$ cat src/rtl/cpu_stage_sequencer_if.sv
// rtl/cpu_stage_sequencer_if.sv - handshake, decode-flag and stage/strobe bundle for the TinyCPU stage sequencer
interface cpu_stage_sequencer_if #(
    parameter int CNT_WIDTH = 32
);
    logic                 run_en;
    logic                 mem_ready;
    logic                 is_load;
    logic                 is_store;
    logic                 writes_reg;
    logic                 is_halt;
    logic [2:0]           stage;
    logic                 instr_latch_en;
    logic                 mem_data_latch_en;
    logic                 reg_write_en;
    logic                 pc_write_en;
    logic                 halted;
    logic [CNT_WIDTH-1:0] cycle_count;
    logic [CNT_WIDTH-1:0] instr_count;

    // Core-side view: drives control inputs, consumes stage and strobes
    modport master (
        output run_en, mem_ready, is_load, is_store, writes_reg, is_halt,
        input  stage, instr_latch_en, mem_data_latch_en, reg_write_en,
               pc_write_en, halted, cycle_count, instr_count
    );

    // Sequencer-side view
    modport slave (
        input  run_en, mem_ready, is_load, is_store, writes_reg, is_halt,
        output stage, instr_latch_en, mem_data_latch_en, reg_write_en,
               pc_write_en, halted, cycle_count, instr_count
    );
endinterface

$ cat src/rtl/cpu_stage_sequencer.sv
// rtl/cpu_stage_sequencer.sv - TinyCPU multi-cycle stage FSM; optional counters under PERF_COUNTERS_EN
module cpu_stage_sequencer #(
    parameter int CNT_WIDTH = 32
) (
    input  logic                 clk,
    input  logic                 rst_n,
    cpu_stage_sequencer_if.slave bus
);

    typedef enum logic [2:0] {
        INSTR_FETCH     = 3'd0,
        MEMORY_READ     = 3'd1,
        REGISTER_UPDATE = 3'd2,
        MEMORY_WRITE    = 3'd3,
        PC_UPDATE       = 3'd4,
        HALTED          = 3'd5
    } stage_e;

    stage_e stage_q;
    stage_e stage_d;

    logic instr_latch;
    logic mem_data_latch;
    logic reg_write;
    logic pc_write;

    // Next-stage selection and same-cycle strobe decode; encodings 6/7 recover to fetch
    always_comb begin
        stage_d        = INSTR_FETCH;
        instr_latch    = 1'b0;
        mem_data_latch = 1'b0;
        reg_write      = 1'b0;
        pc_write       = 1'b0;
        case (stage_q)
            INSTR_FETCH: begin
                if (bus.run_en && bus.mem_ready) begin
                    instr_latch = 1'b1;
                    stage_d     = MEMORY_READ;
                end else begin
                    stage_d     = INSTR_FETCH;
                end
            end
            MEMORY_READ: begin
                if (bus.is_load) begin
                    if (bus.mem_ready) begin
                        mem_data_latch = 1'b1;
                        stage_d        = REGISTER_UPDATE;
                    end else begin
                        stage_d        = MEMORY_READ;
                    end
                end else begin
                    stage_d = REGISTER_UPDATE;
                end
            end
            REGISTER_UPDATE: begin
                reg_write = bus.writes_reg;
                stage_d   = bus.is_store ? MEMORY_WRITE : PC_UPDATE;
            end
            MEMORY_WRITE: begin
                stage_d = PC_UPDATE;
            end
            PC_UPDATE: begin
                pc_write = 1'b1;
                stage_d  = bus.is_halt ? HALTED : INSTR_FETCH;
            end
            HALTED: begin
                stage_d = HALTED;
            end
            default: begin
                stage_d = INSTR_FETCH;
            end
        endcase
    end

    // Stage register; reset abandons any in-flight instruction
    always_ff @(posedge clk or negedge rst_n) begin
        if (!rst_n) begin
            stage_q <= INSTR_FETCH;
        end else begin
            stage_q <= stage_d;
        end
    end

    assign bus.stage             = stage_q;
    assign bus.instr_latch_en    = instr_latch;
    assign bus.mem_data_latch_en = mem_data_latch;
    assign bus.reg_write_en      = reg_write;
    assign bus.pc_write_en       = pc_write;
    assign bus.halted            = (stage_q == HALTED);

`ifdef PERF_COUNTERS_EN
    localparam logic [CNT_WIDTH-1:0] CNT_ONE = {{(CNT_WIDTH-1){1'b0}}, 1'b1};

    logic [CNT_WIDTH-1:0] cycle_cnt_q;
    logic [CNT_WIDTH-1:0] instr_cnt_q;

    // Free-running cycle count and retire count (PC_UPDATE edges), both wrapping
    always_ff @(posedge clk or negedge rst_n) begin
        if (!rst_n) begin
            cycle_cnt_q <= '0;
            instr_cnt_q <= '0;
        end else begin
            cycle_cnt_q <= cycle_cnt_q + CNT_ONE;
            if (stage_q == PC_UPDATE) begin
                instr_cnt_q <= instr_cnt_q + CNT_ONE;
            end
        end
    end

    assign bus.cycle_count = cycle_cnt_q;
    assign bus.instr_count = instr_cnt_q;
`else
    assign bus.cycle_count = '0;
    assign bus.instr_count = '0;
`endif

endmodule

$ cat src/flat_wrapper.sv
// flat-port wrapper written by rule: the top's interface ports become plain ports
module cpu_stage_sequencer_flat 
#(
    parameter int CNT_WIDTH = 32
)
  (clk, rst_n, bus_run_en, bus_mem_ready, bus_is_load, bus_is_store, bus_writes_reg, bus_is_halt, bus_stage, bus_instr_latch_en, bus_mem_data_latch_en, bus_reg_write_en, bus_pc_write_en, bus_halted, bus_cycle_count, bus_instr_count);
  cpu_stage_sequencer_if #(.CNT_WIDTH(CNT_WIDTH)) bus_i ();
  input  logic clk;
  input  logic rst_n;
  input wire logic [$bits(bus_i.run_en)-1:0] bus_run_en;
  input wire logic [$bits(bus_i.mem_ready)-1:0] bus_mem_ready;
  input wire logic [$bits(bus_i.is_load)-1:0] bus_is_load;
  input wire logic [$bits(bus_i.is_store)-1:0] bus_is_store;
  input wire logic [$bits(bus_i.writes_reg)-1:0] bus_writes_reg;
  input wire logic [$bits(bus_i.is_halt)-1:0] bus_is_halt;
  output wire logic [$bits(bus_i.stage)-1:0] bus_stage;
  output wire logic [$bits(bus_i.instr_latch_en)-1:0] bus_instr_latch_en;
  output wire logic [$bits(bus_i.mem_data_latch_en)-1:0] bus_mem_data_latch_en;
  output wire logic [$bits(bus_i.reg_write_en)-1:0] bus_reg_write_en;
  output wire logic [$bits(bus_i.pc_write_en)-1:0] bus_pc_write_en;
  output wire logic [$bits(bus_i.halted)-1:0] bus_halted;
  output wire logic [$bits(bus_i.cycle_count)-1:0] bus_cycle_count;
  output wire logic [$bits(bus_i.instr_count)-1:0] bus_instr_count;
  assign bus_i.run_en = bus_run_en;
  assign bus_i.mem_ready = bus_mem_ready;
  assign bus_i.is_load = bus_is_load;
  assign bus_i.is_store = bus_is_store;
  assign bus_i.writes_reg = bus_writes_reg;
  assign bus_i.is_halt = bus_is_halt;
  assign bus_stage = bus_i.stage;
  assign bus_instr_latch_en = bus_i.instr_latch_en;
  assign bus_mem_data_latch_en = bus_i.mem_data_latch_en;
  assign bus_reg_write_en = bus_i.reg_write_en;
  assign bus_pc_write_en = bus_i.pc_write_en;
  assign bus_halted = bus_i.halted;
  assign bus_cycle_count = bus_i.cycle_count;
  assign bus_instr_count = bus_i.instr_count;
  cpu_stage_sequencer #(.CNT_WIDTH(CNT_WIDTH)) u_core (.clk(clk), .rst_n(rst_n), .bus(bus_i));
endmodule
$ cat config.mk
export PLATFORM = sky130hd
export DESIGN_NAME = cpu_stage_sequencer_flat
export DESIGN_NICKNAME = d
export VERILOG_FILES = /design/src/rtl/cpu_stage_sequencer_if.sv /design/src/rtl/cpu_stage_sequencer.sv /design/src/flat_wrapper.sv
export SDC_FILE = /design/constraint.sdc
export NUM_CORES = 1
export LEC_CHECK = 0
export ABC_AREA = 1
export CORE_MARGIN = 4
export CORE_UTILIZATION = 29
export DETAILED_ROUTE_END_ITERATION = 12
export PLACE_DENSITY = 0.88
export SLEW_MARGIN = 20
export SYNTH_ARGS = -nofsm -noshare
export SYNTH_HDL_FRONTEND = slang
export SYNTH_SLANG_ARGS = --single-unit
$ cat constraint.sdc
create_clock -name clk -period 2.3 [get_ports clk]
set_input_delay 0.575 -clock clk [delete_from_list [all_inputs] [get_ports clk]]
set_output_delay 0.575 -clock clk [all_outputs]
set_load 0.02 [all_outputs]
---- Word-level counts from Yosys, hierarchy flattened ----
Cells that the tools add are included.
cells by class
  add/sub/neg operators ................... 0
  magnitude comparators ................... 0
  equal/unequal tests ..................... 5
  $mul .................................... 0
  bitwise gates (word level) .............. 0
  div/mod/pow operators ................... 0
  shifts and indexed selects .............. 0
  reductions and logical operators ........ 2
  muxes and demuxes ....................... 13
operators with widths
  cell                number
  $pmux 3 s6          1
  $mux 1              8
  $eq 3x2->1 const B  2
  $eq 3x3->1 const B  2
  $mux 3              2
  $mux 2              2
  $eq 3x1->1 const B  1
  $logic_not 3->1     1
  $logic_and 1x1->1   1
storage, ports and cells
  RAM bits ................................ 0
  register bits after elaboration ......... 3
  output and inout bits ................... 72
  word-level logic and storage cells ...... 21
  memories ................................ 0
  bits of input ports ..................... 8
  bits in latches ......................... 0
  memory bits (read-only) ................. 0

---- Logic depth before layout (Yosys ltp) ----
Gate-level depths: netlist of run 1.
  word-level depth ........................ 3
  mapped depth ............................ 6
  depth with buffers taken out ............ 6

---- Worst setup path before layout of run 1 ----
OpenSTA, ideal clock, no wires.
  path kind ............................... register to output
  start point ............................. reg u_core.stage_q[2], in the netlist u_core.bus.stage[2]
  end point ............................... out bus_mem_data_latch_en
  arrival time ............................ 1314 ps
  stages on the path, launching flop included .. 4
  data required time ...................... 1725 ps
  path slack .............................. 411 ps
  path buffers ............................ 0
  path through ............................ dfrtp_1 inv_1 nand2_1 nor4_1
between the ends
  word-level cells in the longest chain between the ends .. 2
ends and longest elaborated chain
  what                    RTL line                   source
  from (decl)             cpu_stage_sequencer.sv:19  stage_e stage_q;
  from (signal assigned)  cpu_stage_sequencer.sv:80  stage_q <= stage_d;
  $eq 3x1->1              cpu_stage_sequencer.sv:34  case (stage_q)
  $mux 1                  cpu_stage_sequencer.sv:34
  to (decl)               flat_wrapper.sv:18         output wire logic [$bits(bus_i.mem_data_latch_en)-1:0] bus_mem_data_latch_en;
Every way passes these cells.

---- Worst setup path in the final report of run 1 ----
  start point ............................. in bus_mem_ready
  end point ............................... out bus_mem_data_latch_en
between the ends
  word-level cells in the longest chain between the ends .. 3
ends and longest elaborated chain
  what         RTL line                   source
  from (decl)  flat_wrapper.sv:11         input wire logic [$bits(bus_i.mem_ready)-1:0] bus_mem_ready;
  $mux 1       cpu_stage_sequencer.sv:45  if (bus.mem_ready) begin
  $mux 1       cpu_stage_sequencer.sv:44  if (bus.is_load) begin
  $mux 1       cpu_stage_sequencer.sv:34
Every way passes these cells.

==> run metrics, run 1 <==
HPWL Detailed 1.02 mm; share of post-route cells with drive strength above 1 5.17%; area added between synthesis and finish -5.26%; mean cell area of the mapped netlist 7.03 um2; depth of the CTS H-tree 1; end-of-flow core utilization 29.2%; post-detailed-route via-to-cell ratio 3.03; Largest delay share family, worst path buffers and inverters; number of flip-flops in the largest register 3; post-CTS setup buffers 0; antenna violations before repair 0; maximum fanout encountered on the critical timing path 2; worst hold path type in -> async; max-cap viol count 0; setup-violating endpoint count in the final report 0; count of final max-slew check failures 0; worst supply voltage drop on vdd 0.000269 V; Site Rows 17; cell taking the most area after synthesis buf_4; leakage power of the design 0.407 nW; number of nets in the final layout 125; CP bufs+invs 2; TritonCTS clock tree yes; Die H 56.8 um; Root Buffer Master clkbuf_4; number of hold buffers added after CTS 0; minimum setup slack among reg-to-reg paths 1320 ps; vias post-DR 436; PwrDens 839 nW/um2; total met3 wirelength after detailed routing 193 um; sum of negative setup slack 0 ps; DRT met1 WL 313 um; wire length per cell 8.01 um; WL final 1.15 mm; count of synthesis-stage warnings from yosys 0; top cells by area, synth buf_4 (70%), dfrtp_1 (11%), nor2_1 (4.4%); Layout Skew 2.22 ps; Yosys reg bits 3; post-route fraction of the period consumed by the critical path 96.5%; number of buffers on the longest clock path 2; met2 WL 616 um; post-synthesis cell area 689 um2; worst-path cell chain clkdlybuf4s50_1 -> nand2_1 -> nor4_1 -> dlygate4sd1_1; weighted congestion at the end of routability-driven global placement 0.672; die boundary width 56.8 um; Die ar. 3220 um2; core area 2230 um2; starting density of the core 30.9%; fmax 451 MHz; global routing usage summed across all routing layers 5.72%; count of unresolved DRC violations after routing 0; Port Buffers 15; number of antenna-violating nets in the routed design 0; number of global-route vias before repair 304; total count of hold-check failures in the final report 0; Final Critical Period 2220 ps; sinks on the clock net 3; crit path DAT 1640 ps; TritonRoute pass-1 iters 4; total clock buffers created by CTS 3; maximum cell stage delay along the critical path 480 ps; Top-Level Pins 80; clk_lat worst skew 240 ps; top layer in use met4; n_diodes 0; portion of the post-synthesis area used by sequential elements 10.9%; cell at the slowest stage of the critical path clkdlybuf4s50_1; run status complete, no violations; post-synth top area share 69.7%; RSZ-0062 raised after global routing false; GRT overflow 0; Iteration-0 DRC Markers 5; sort of element at the end of the critical path output pin; gate count of the mapped netlist 98; maximum number of pins on one net before global-route repair 8; critical path type in -> out; Worst EP required 1730 ps; global-route wire length before repair 1.35 mm; clock input transition at the sequential cells of the worst setup and hold paths 40 ps; Synth cell types 13; startpoint kind of the worst setup timing path input pin
==> cell families (layout without fill, tap and decap cells) <==
group	count (synthesis)	in the layout	share of synthesized area, %
buf+inv	71	26	73.5
simple gates	21	21	13.1
other cells	1	64	0.544
flops	3	3	10.9
compound gates	2	2	2.00
==> synth_stat cells (all sizes together) <==
master	number
nand2	6
nor3	1
inv	7
buf	64
o211ai	1
dfrtp	3
o22ai	1
conb	1
nor2	9
nor4	1
nand3	4
==> what timing repair did <==
action                                 in CTS  in global routing
gates cloned                                0                  0
endpoints found under the hold margin       0                  0
resized for setup                           3                  2
setup endpoints to repair                   3                  1
==> metal layers <==
metal	global-route usage, %	up-vias
met5	0	-
met4	4.97	0
met3	2.30	4
met2	10.4	41
met1	4.64	184
li1	-	207
==> report_power, final <==
group | leakage, nW | internal, W | switching, W
sequential | 0.0391 | 0.0000757 | 0.0000373
clock | 0.0150 | 0.0000653 | 0.0000311
combinational | 0.353 | 0.000107 | 0.000231
==> path summary, 6_finish.rpt <==
check | startpoint | end | cells after the start
max | bus_mem_ready | bus_mem_data_latch_en | 4
min | rst_n | u_core.bus.stage[0]$_DFF_PN0_ | 1
max reg2reg | u_core.bus.stage[1]$_DFF_PN0_ | u_core.bus.stage[0]$_DFF_PN0_ | 5
min reg2reg | u_core.bus.stage[2]$_DFF_PN0_ | u_core.bus.stage[2]$_DFF_PN0_ | 2
max in group asynchronous | rst_n | u_core.bus.stage[2]$_DFF_PN0_ | 1
min in group clk | u_core.bus.stage[2]$_DFF_PN0_ | u_core.bus.stage[2]$_DFF_PN0_ | 2
==> cells in the final DEF (no fill, tap or decap), types with 2 or more instances in the layout <==
| master | synthesis | layout |
|---|---|---|
| dfrtp_1 | 3 | 3 |
| conb_1 | 1 | 64 |
| nand2_1 | 6 | 6 |
| nand3_1 | 4 | 4 |
| dlygate4sd2_1 | 0 | 2 |
| nor2_1 | 8 | 8 |
| inv_2 | 2 | 2 |
| clkdlybuf4s50_1 | 0 | 12 |
| inv_1 | 5 | 5 |
| clkbuf_4 | 0 | 3 |
==> per-stage QoR <==
step / std cells / setup WS [ps] / area [um2] / power (W) / hold WS, ps
3_3_place_gp: 140 / -213 / 631 / 0.000453 / 600
5_1_grt: 144 / 10.2 / 653 / 0.000586 / 529
3_5_place_dp: 140 / -229 / 631 / 0.000458 / 623
4_1_cts: 144 / 40.0 / 653 / 0.000552 / 514
2_1_floorplan: 161 / 411 / 926 / 0.000421 / 279
6_report: 144 / 80.9 / 653 / 0.000548 / 517
==> cell type report <==
class | count | area [um2]
multi-input cells | 87 | 344
fillers | 273 | 1580
repair buffers | 15 | 146
clock buffers | 4 | 26.3
flip-flops and latches | 3 | 75.1
well taps | 28 | 35.0
inverters | 7 | 26.3
No activity file was read; power rests on OpenSTA's default activity.
==> run 2: changes to the inputs <==
Settings changed: TNS_END_PERCENT from default to 20.
==> results of run 2 <==
Final layout, timing and power as in run 1 (identical DEF).
==> edit, RTL diff (settings of run 1) <==
The option `PERF_COUNTERS_EN` is turned on by a define.
--- a/src/rtl/cpu_stage_sequencer.sv
+++ b/src/rtl/cpu_stage_sequencer.sv
@@ -1,4 +1,6 @@
 // rtl/cpu_stage_sequencer.sv - TinyCPU multi-cycle stage FSM; optional counters under PERF_COUNTERS_EN
+`define PERF_COUNTERS_EN
+
 module cpu_stage_sequencer #(
     parameter int CNT_WIDTH = 32
 ) (
Function: changed (Yosys sat finds a counterexample within 4 cycles, from zero or initial values and one cycle with rst_n low).
==> edit against run 1 <==
Cell area grew to 7.8 times the old value. Synthesized cell count grew to 4.7 times the old value. Die area grew to 4.7 times the old value. Largest power group is now registers. Count of clock-buffer cells in the layout is 7 higher. Clock power grew to 14 times the old value. Sequential cell count is 64 higher. Routed wire length grew to 8.3 times the old value. Synthesized area grew to 5.5 times the old value. Critical path type unchanged. Final cell count grew to 5.0 times the old value. Clock skew is 0.0028 ns higher. Non-clock buffer count is 67 higher. Global-route usage is 8.2 points higher. Setup slack better by 0.027 ns. Power grew to 5.9 times the old value.
==> edit: results (changes against run 1) <==
| Metric | Value |
|---|---|
| Clk power | `1.34 mW (was 96.4 uW)` |
| WL met1 | `4030 um (was 313 um)` |
| Largest net degree at the start of global routing | `32 (was 8)` |
| Worst slack at placement | `-0.156 ns (was -0.229 ns)` |
| H-tree depth | `3 (was 1)` |
| Global Route met2 Usage | `23.7% (was 10.4%)` |
| Status | `finished clean (unchanged)` |
| Clock latency on the worst-skew pair | `0.33 ns (was 0.24 ns)` |
| Port-buffer cells | `79 (was 15)` |
| Post-cts sizing count | `7 (was 3)` |
| FF-to-FF End | `u_core.bus.cycle_count[30] (was u_core.bus.stage[0])` |
| DR iter-0 viols | `209 (was 5)` |
| Clock Tree Root | `clkbuf_16 (was clkbuf_4)` |
| First-pass GRT wire length | `16300 um (was 1350 um)` |
| Met3 wire len | `751 um (was 193 um)` |
| RR Startpoint | `u_core.bus.cycle_count[0] (was u_core.bus.stage[1])` |
| Int Power | `2.30 mW (was 248 uW)` |
| Synth Area per Inst | `8.33 um2 (was 7.03 um2)` |
| Hold WS | `0.276 ns (was 0.517 ns)` |
| Routing usage on met1 | `16.6% (was 4.64%)` |
| Leakage | `2.28 nW (was 0.407 nW)` |
| Worst Clk Skew | `0.00501 ns (was 0.00222 ns)` |
| Synth top area cells | `dfrtp_1, nand2_1, xor2_1, inv_1, nor2_1 (was buf_4, dfrtp_1, nor2_1, nand2_1, nand3_1)` |
| Most frequent cells after synthesis | `nand2_1, dfrtp_1, inv_1 (was buf_4, nor2_1, nand2_1)` |
| DR WL/cell | `13.2 um (was 8.01 um)` |
| DP Cell Count | `710 (was 140)` |
| Fillcell total | `1273 (was 273)` |
| Critical-path maximum fanout | `4 (was 2)` |
| CP arrival | `1.62 ns (was 1.64 ns)` |
| Vias in the first global route | `3436 (was 304)` |
| Fraction of layout cells with a size suffix above 1 | `12.1% (was 5.17%)` |
| CTS buffer count | `9 (was 3)` |
-- edit: changes by cell type after synthesis, moves of 12 or more --
cell | before | now
nand4_1 | 0 | 17
dfrtp_1 | 3 | 67
nand3_1 | 4 | 28
nor2_1 | 8 | 49
xor2_1 | 0 | 26
nor3_1 | 1 | 15
inv_1 | 5 | 53
nor2_4 | 0 | 12
xnor2_1 | 0 | 15
buf_4 | 64 | 0
nand2_1 | 6 | 122
-- edit: cells by family after synthesis --
family                   after synthesis  share of synthesized area (%)
flip-flops                            67                           44.2
AND/OR/NAND/NOR                      282                           38.4
XOR/XNOR                              43                           10.3
adder cells (fa/ha/maj)                2                          0.659
AO/OA/AOI/OAI                          6                          0.856
buffers and inverters                 56                           5.60
-- edit: area by class of cell --
| class | count | share of cell area [%] |
|---|---|---|
| clock buffers | 11 | 4.74 |
| clock inverters | 3 | 0.783 |
| inverters | 56 | 4.16 |
| multi-input cells | 333 | 37.4 |
| flip-flops and latches | 67 | 32.8 |
| well taps | 172 | 4.21 |
| repair buffers | 82 | 15.9 |
